==> config.mk <==
export PLATFORM = sky130hd
export DESIGN_NAME = sdram_stream_writer
export DESIGN_NICKNAME = d
export VERILOG_FILES = /design/src/rtl/sdram_stream_writer.sv
export SDC_FILE = /design/constraint.sdc
export NUM_CORES = 1
export LEC_CHECK = 0
export ABC_AREA = 0
export BUFFER_PORTS_ARGS = -buffer_cell sky130_fd_sc_hd__buf_2
export CAP_MARGIN = 20
export CORE_UTILIZATION = 45
export CTS_CLUSTER_SIZE = 24
export DETAILED_ROUTE_END_ITERATION = 10
export PLACE_DENSITY = 0.7
export SYNTH_ARGS = -nofsm -noshare
export SYNTH_HDL_FRONTEND = slang
export SYNTH_SLANG_ARGS = --single-unit
export TNS_END_PERCENT = 50
==> constraint.sdc <==
create_clock -name clk_axi -period 6.8 [get_ports clk_axi]
set_input_delay 1.02 -clock clk_axi [delete_from_list [all_inputs] [get_ports clk_axi]]
set_output_delay 1.02 -clock clk_axi [all_outputs]
set_load 0.005 [all_outputs]
==> src/rtl/sdram_stream_writer.sv <==
// -----------------------------------------------------------------------------
// sdram_stream_writer
//
// Packs an incoming word stream into fixed-length SDRAM write bursts. Words are
// collected in a BURST_LENGTH-deep buffer; once the buffer is full (or a word
// flagged s_last arrives) one address beat and exactly BURST_LENGTH data beats
// are handed to the SDRAM driver's writer port. Short frame tails are padded
// with zero words so every burst has the same shape. Write addresses advance
// through a circular region and snap back to BASE_ADDR at the end of a frame.
//
// Ports
//   clk_axi       single clock
//   rstn_axi      synchronous, active-low reset
//   s_valid       input stream word valid
//   s_ready       input stream word accepted when s_valid && s_ready
//   s_data        input stream word
//   s_last        marks the final word of a frame
//   writer_valid  request toward the SDRAM driver writer port
//   writer_ready  driver accepts the current address or data beat
//   writer_addr   burst start address (meaningful in CMD)
//   writer_data   burst data beat (meaningful in DATA, zero elsewhere)
//   busy_o        low only while filling with an empty buffer
//   frame_done_o  one-cycle pulse after the burst carrying s_last completes
//   burst_cnt_o   number of bursts issued, wrapping modulo 2^16
// -----------------------------------------------------------------------------
module sdram_stream_writer #(
    parameter int ADDR_WIDTH   = 24,
    parameter int DATA_WIDTH   = 16,
    parameter int BURST_LENGTH = 8,
    parameter int BASE_ADDR    = 0,
    parameter int REGION_WORDS = 480000
) (
    input  logic                  clk_axi,
    input  logic                  rstn_axi,
    input  logic                  s_valid,
    output logic                  s_ready,
    input  logic [DATA_WIDTH-1:0] s_data,
    input  logic                  s_last,
    output logic                  writer_valid,
    input  logic                  writer_ready,
    output logic [ADDR_WIDTH-1:0] writer_addr,
    output logic [DATA_WIDTH-1:0] writer_data,
    output logic                  busy_o,
    output logic                  frame_done_o,
    output logic [15:0]           burst_cnt_o
);

    localparam int IDX_W = $clog2(BURST_LENGTH);
    localparam int CNT_W = IDX_W + 1;

    localparam logic [ADDR_WIDTH-1:0] BASE_A   = ADDR_WIDTH'(BASE_ADDR);
    localparam logic [ADDR_WIDTH-1:0] END_A    = ADDR_WIDTH'(BASE_ADDR + REGION_WORDS);
    localparam logic [ADDR_WIDTH-1:0] STEP_A   = ADDR_WIDTH'(BURST_LENGTH);
    localparam logic [CNT_W-1:0]      FULL_M1  = CNT_W'(BURST_LENGTH - 1);
    localparam logic [IDX_W-1:0]      LAST_IDX = IDX_W'(BURST_LENGTH - 1);

    typedef enum logic [1:0] {
        FILL,
        CMD,
        DATA
    } state_t;

    state_t                 state;
    logic [CNT_W-1:0]       fill_cnt;
    logic [IDX_W-1:0]       beat_idx;
    logic                   last_flag;
    logic [ADDR_WIDTH-1:0]  wr_ptr;
    logic [DATA_WIDTH-1:0]  beat_buf [BURST_LENGTH];

    logic                   s_accept;
    logic                   burst_end;

    assign s_accept    = s_valid && s_ready;
    assign burst_end   = (state == DATA) && writer_ready && (beat_idx == LAST_IDX);
    assign writer_addr = wr_ptr;

    // Stream words land in the buffer slot selected by fill_cnt. s_ready is
    // only high while filling, so the buffer is frozen during CMD and DATA.
    always_ff @(posedge clk_axi) begin
        if (rstn_axi && s_accept) begin
            beat_buf[fill_cnt[IDX_W-1:0]] <= s_data;
        end
    end

    // Slots beyond what was filled are sent as zero padding so a frame tail
    // still produces a full-length burst.
    always_comb begin
        writer_data = '0;
        if ((state == DATA) && ({1'b0, beat_idx} < fill_cnt)) begin
            writer_data = beat_buf[beat_idx];
        end
    end

    // Burst FSM. The handshake-facing outputs are registered and updated on
    // the same edge as the state change, so writer_valid rises the cycle
    // right after the closing input word is accepted. writer_valid is high
    // throughout CMD and DATA, so writer_ready alone completes a beat there.
    always_ff @(posedge clk_axi) begin
        if (!rstn_axi) begin
            state        <= FILL;
            fill_cnt     <= '0;
            beat_idx     <= '0;
            last_flag    <= 1'b0;
            wr_ptr       <= BASE_A;
            s_ready      <= 1'b1;
            writer_valid <= 1'b0;
            busy_o       <= 1'b0;
            frame_done_o <= 1'b0;
            burst_cnt_o  <= '0;
        end else begin
            frame_done_o <= 1'b0;
            case (state)
                FILL: begin
                    if (s_accept) begin
                        fill_cnt <= fill_cnt + CNT_W'(1);
                        busy_o   <= 1'b1;
                        if ((fill_cnt == FULL_M1) || s_last) begin
                            state        <= CMD;
                            last_flag    <= s_last;
                            s_ready      <= 1'b0;
                            writer_valid <= 1'b1;
                        end
                    end
                end
                CMD: begin
                    if (writer_ready) begin
                        state    <= DATA;
                        beat_idx <= '0;
                    end
                end
                DATA: begin
                    if (writer_ready) begin
                        beat_idx <= beat_idx + IDX_W'(1);
                    end
                    if (burst_end) begin
                        state        <= FILL;
                        fill_cnt     <= '0;
                        burst_cnt_o  <= burst_cnt_o + 16'd1;
                        s_ready      <= 1'b1;
                        writer_valid <= 1'b0;
                        busy_o       <= 1'b0;
                        last_flag    <= 1'b0;
                        frame_done_o <= last_flag;
                        // A finished frame restarts at the region base;
                        // otherwise step forward and wrap at the region end.
                        if (last_flag) begin
                            wr_ptr <= BASE_A;
                        end else if (wr_ptr + STEP_A == END_A) begin
                            wr_ptr <= BASE_A;
                        end else begin
                            wr_ptr <= wr_ptr + STEP_A;
                        end
                    end
                end
                default: begin
                    state <= FILL;
                end
            endcase
        end
    end

endmodule

# Word-level counts from Yosys, hierarchy flattened
# Memory sizes are Yosys's and may differ from the RTL's. A register that Yosys moved wholly into a read port is not among the register bits.
# Index checks and enable logic that the tools add are counted.
# word_totals
in_bits	21
regBits	54
ramBits	128
out_inout_bits	60
mem_count	1
word_cells	72
# mem_list
name	words	word_bits	rd	rd_clocked_by_memory_dff	wr	line_no	text
beat_buf	8	16	1	1	1	68	logic [DATA_WIDTH-1:0] beat_buf [BURST_LENGTH];
# op_classes
n_eq_ne	10
mux	31
n_addsub	4
reduce_logical	15
n_lt_le_gt_ge	1
# op_table
op	count
two-way mux 24 bit	2
adder 24 x 4 -> 24 bit, second input constant	1
== test 24 x 19 -> 1 bit, second input constant	1
adder 16 x 1 -> 16 bit, second input constant	1
two-way mux 16 bit	1
two-way mux 3 bit	4
two-way mux 1 bit	11
!= test 2 bit, second input constant	5
AND reduction 3 bit	3
two-way mux 2 bit	4
two-way mux 4 bit	2
one-hot mux 1 bit (2 select lines)	4
one-hot mux 4 bit (2 select lines)	1
AND reduction 4 bit	2
one-hot mux 2 bit (3 select lines)	1
one-hot mux 3 bit (2 select lines)	1
logical AND 1 bit	5
adder 4 x 1 -> 4 bit, second input constant	1
== test 4 x 3 -> 1 bit, second input constant	1
< comparator 3 x 4 -> 1 bit	1
nonzero test 2 bit	2
adder 3 x 1 -> 3 bit, second input constant	1
== test 3 bit, second input constant	1
== test 2 x 1 -> 1 bit, second input constant	1
4 further kinds	4

# Logic depth before layout (Yosys ltp)
# logic_depth
ltp_word	5
mapped_depth	9
mapped_depth_nobuf	8

# Worst setup path before layout
# Ideal clock, no wire load.
# synth_path
kind	input to register
from	in rstn_axi
to	mem beat_buf[0][0] (enable)
stages	3
setup_time_ps	409
slack_ps	3794
n_path_buf	1
t_required_ps	6391
arrival_time_ps	2597
path_cell_list	clkbuf_1 > nand4b_1 > nor3_1
# synth_between
elab_chain_len	3
# synth_rtl
item	line_no	text
start, declared	34	input logic rstn_axi,
logical AND 1 bit	80	if (rstn_axi && s_accept) begin
two-way mux 1 bit	80	
two-way mux 1 bit (implied by the code)	81	beat_buf[fill_cnt[IDX_W-1:0]] <= s_data;
end, declared	68	
# Every way passes these cells.

==> key figures <==
Status
  – Status: finished clean

Global routing
  – Total grt overflow: 0
  – Maximum number of pins on one net before global-route repair: 49
  – Vias in the first global route: 4850
  – Initial antenna violation count: 0
  – First-pass GRT wire length: about 26000 µm
  – Total GRT Usage: 18.8%

Clock network
  – Post-CTS Setup Bufs: 0
  – Worst skew pair latency: roughly 0.43 ns
  – Max Buffers Root-to-Sink: 2
  – CTS tree: done
  – CTS Buf Count: 17
  – Post-CTS Resized: 0
  – Root Driver: clkbuf_16
  – Post-CTS Hold Buffers: 0
  – Clk pin slew, worst setup/hold paths: 0.07 ns
  – Clock Sinks: between 150 and 200
  – CTS H-tree lvls: 4

Floorplan
  – Row Count: 48
  – Initial core utilization: 46.0%
  – Die width: 135 µm
  – Die Footprint: 18200 µm²
  – Chip Height: 135 µm
  – IO Pins: between 80 and 90
  – Placeable Area: 17300 µm²

Logic synthesis
  – Synth Area in XOR/XNOR: about 1.8%
  – Synth area leaders: edfxtp_1 48%, dfxtp_1 14%, mux4_2 9.1%
  – Compound-Gate Fraction of Synth Area: under 10%
  – Largest family of logic cells by synthesized area: simple AND/OR/NAND/NOR gates
  – FFs w/ async S/R, synth: 0%
  – Number of library cell types mapped by synthesis: 59
  – Mapped Cells: 588
  – Area leader, netlist: edfxtp_1
  – Avg Cell Area, Syn: 13.5 µm²
  – Area of the mapped netlist: 7950 µm²
  – Simple-gate share of the synthesized area: 14.2%
  – Top cell type's share of synthesized area: between 40 and 50%
  – Top FF cell, synth: edfxtp_1
  – Yosys reg bits: 182
  – Post-synthesis mux area share: 11.7%
  – Sequential share of the synthesized area: 61.9%
  – Ys Warns: 0
  – Most common cell in the synthesized netlist: edfxtp_1
  – Post-Synth Adder-Cell Area: between 1 and 1.5%
  – Post-synth EDFFs: 128
  – Synth cell count leaders: 128 x edfxtp_1, 54 x dfxtp_1, 43 x nand2_1, 43 x nor2_1, 32 x mux4_2

Layout
  – Nets: 689
  – Area Overhead vs Synth: 14.9%
  – Layout Cells excl Fill: about 900
  – Share of layout cells above drive strength 1: approximately 25%
  – # diodes: 0

STA
  – Worst-Margin Slew: ~0.9 ns
  – Min Tclk post-route: 3.30 ns
  – F_max: 0.303 GHz
  – # setup viols final: 0
  – Final period utilization: about half
  – TNS Setup: 0 ns
  – Slew Limit Fails: 0
  – Final WS setup: 3.50 ns
  – RSZ-0062 raised after global routing: no
  – Fin. Hold Viols: 0
  – Relative slew slack: 38.9%
  – Clock skew: 0.00823 ns

Setup path
  – Worst path slowest cell: mux4_2
  – CP required: 5.78 ns
  – CP max stage delay: 0.59 ns
  – Buf/Inv on CP: 2
  – Crit path launch type: flip-flop
  – Top Family by Delay on Critical Path: multiplexers
  – Critical Path Sink Type: output pin
  – Critical path class: reg2out
  – Worst path arrival time: roughly 2.3 ns
  – Crit-path cells: buf_4 > mux4_2 > mux2i_1 > nor2_1 > buf_2
  – Crit path max fanout: 32

Power and ir drop
  – Internal: 1.82 mW
  – Net switching power: 0.484 mW
  – Tot Pwr: 2.30 mW
  – Comb power frac: 3.2%
  – Maximum resistive drop on vdd: 217 µV
  – Clock power share: 44.4%
  – Switching share of total power: 21.0%
  – Sequential cell fraction of total power: a little over half
  – Leak: about 3.2 nW
  – Pwr per Cell Area: 252 nW/µm²

Place
  – Dpl cells: between 800 and 900
  – Routability Congestion: 0.836
  – DP HPWL: 10000 µm
  – Dpl ws: 3.45 ns
  – PortBufs: 77

Route
  – ANT nets after route: 0
  – Routed len/inst: approximately 18 µm
  – Post-route DRC: 0
  – Vias: 5027
  – Via density: 5.59
  – First drt pass iteration count: 5
  – Detailed Route WL: 16000 µm
  – First DRT Iteration DRCs: 301

Flow run
  – Max_cap viols: 0

Min path
  – HP Class: reg2reg
[flip-flops by register name, indices dropped and copies added (netlist names), 2 cells and up, named ones only]
register and flops:
writer_addr 21, state 2, fill_cnt 4, beat_buf 128, burst_cnt_o 16, beat_idx 3
[cell usage in the layout (no fill, tap or decap), types with 4 or more instances in the layout]
master	Yosys	layout
a21boi_0	6	6
a21oi_1	14	14
a22oi_1	6	6
and2_1	26	26
and3_1	6	6
buf_2	3	77
buf_4	6	10
clkbuf_16	0	17
dfxtp_1	54	52
edfxtp_1	128	128
ha_1	7	7
inv_1	8	8
mux2i_1	20	20
mux4_2	32	32
nand2_1	43	43
nand3_1	14	14
nand3b_1	5	5
nand4_1	12	12
nand4b_1	4	4
nor2_1	43	43
nor2b_1	12	12
nor3_1	16	14
o21ai_0	28	28
or3_1	10	10
xnor2_1	12	12
xor2_1	4	4
[routing by layer]
metal | global-route usage [%] | part of all wire (%)
met2 | 29.8 | 49
met5 | 0 | 0
met3 | 5.67 | 6.6
met4 | 5.56 | 1.3
met1 | 25.0 | 43
[cell families (layout without fill, tap and decap cells)]
| kind of cell | Yosys count | count (layout) |
|---|---|---|
| AO/OA/AOI/OAI | 74 | 74 |
| AND/OR/NAND/NOR | 211 | 211 |
| flip-flops | 182 | 182 |
| multiplexers | 53 | 53 |
| adder cells (fa/ha/maj) | 7 | 7 |
| XOR/XNOR | 16 | 16 |
| buffers and inverters | 44 | 128 |
| other | 1 | 3 |
[cell type report]
type	instances	area, µm²
clock buffers	18	429
flip-flops and latches	182	4930
clock inverters	14	191
inverters	8	30.0
well taps	225	282
repair buffers	88	475
multi-input cells	364	2800
fillers	1442	8160
[through the flow]
step,hold WS (ns),instance area [µm²],util (%)
after floorplan,0.444,7960,-
after CTS,0.472,9120,52.7
after global placement,0.447,8500,49.2
after global routing,0.506,9140,52.8
after detailed placement,0.454,8500,49.2
final,0.465,9140,52.8
[power groups by stage]
stage	Clock [mW]	Sequential, mW	Combinational (mW)
2_1_floorplan	0	1.23	0.0463
3_3_place_gp	0	1.23	0.0702
3_5_place_dp	0	1.23	0.0730
4_1_cts	1.04	1.21	0.0737
5_1_grt	1.09	1.21	0.0808
6_report	1.02	1.21	0.0726
[worst paths after layout]
| kind | from | to | slack (ns) | cells after the start |
|---|---|---|---|---|
| worst max-delay path | flip-flop | writer_data[13] | 3.50 | 5 |
| worst min-delay path | writer_valid$_SDFFE_PN0P_ | writer_valid$_SDFFE_PN0P_ | 0.47 | 1 |
| worst max register to register | state[1]$_SDFFE_PN0P_ | writer_addr[16]$_SDFFE_PN0P_ | 4.02 | 6 |
| worst min register to register | writer_valid$_SDFFE_PN0P_ | writer_valid$_SDFFE_PN0P_ | 0.47 | 1 |
Note: power is estimated with default switching activity, not from simulation.
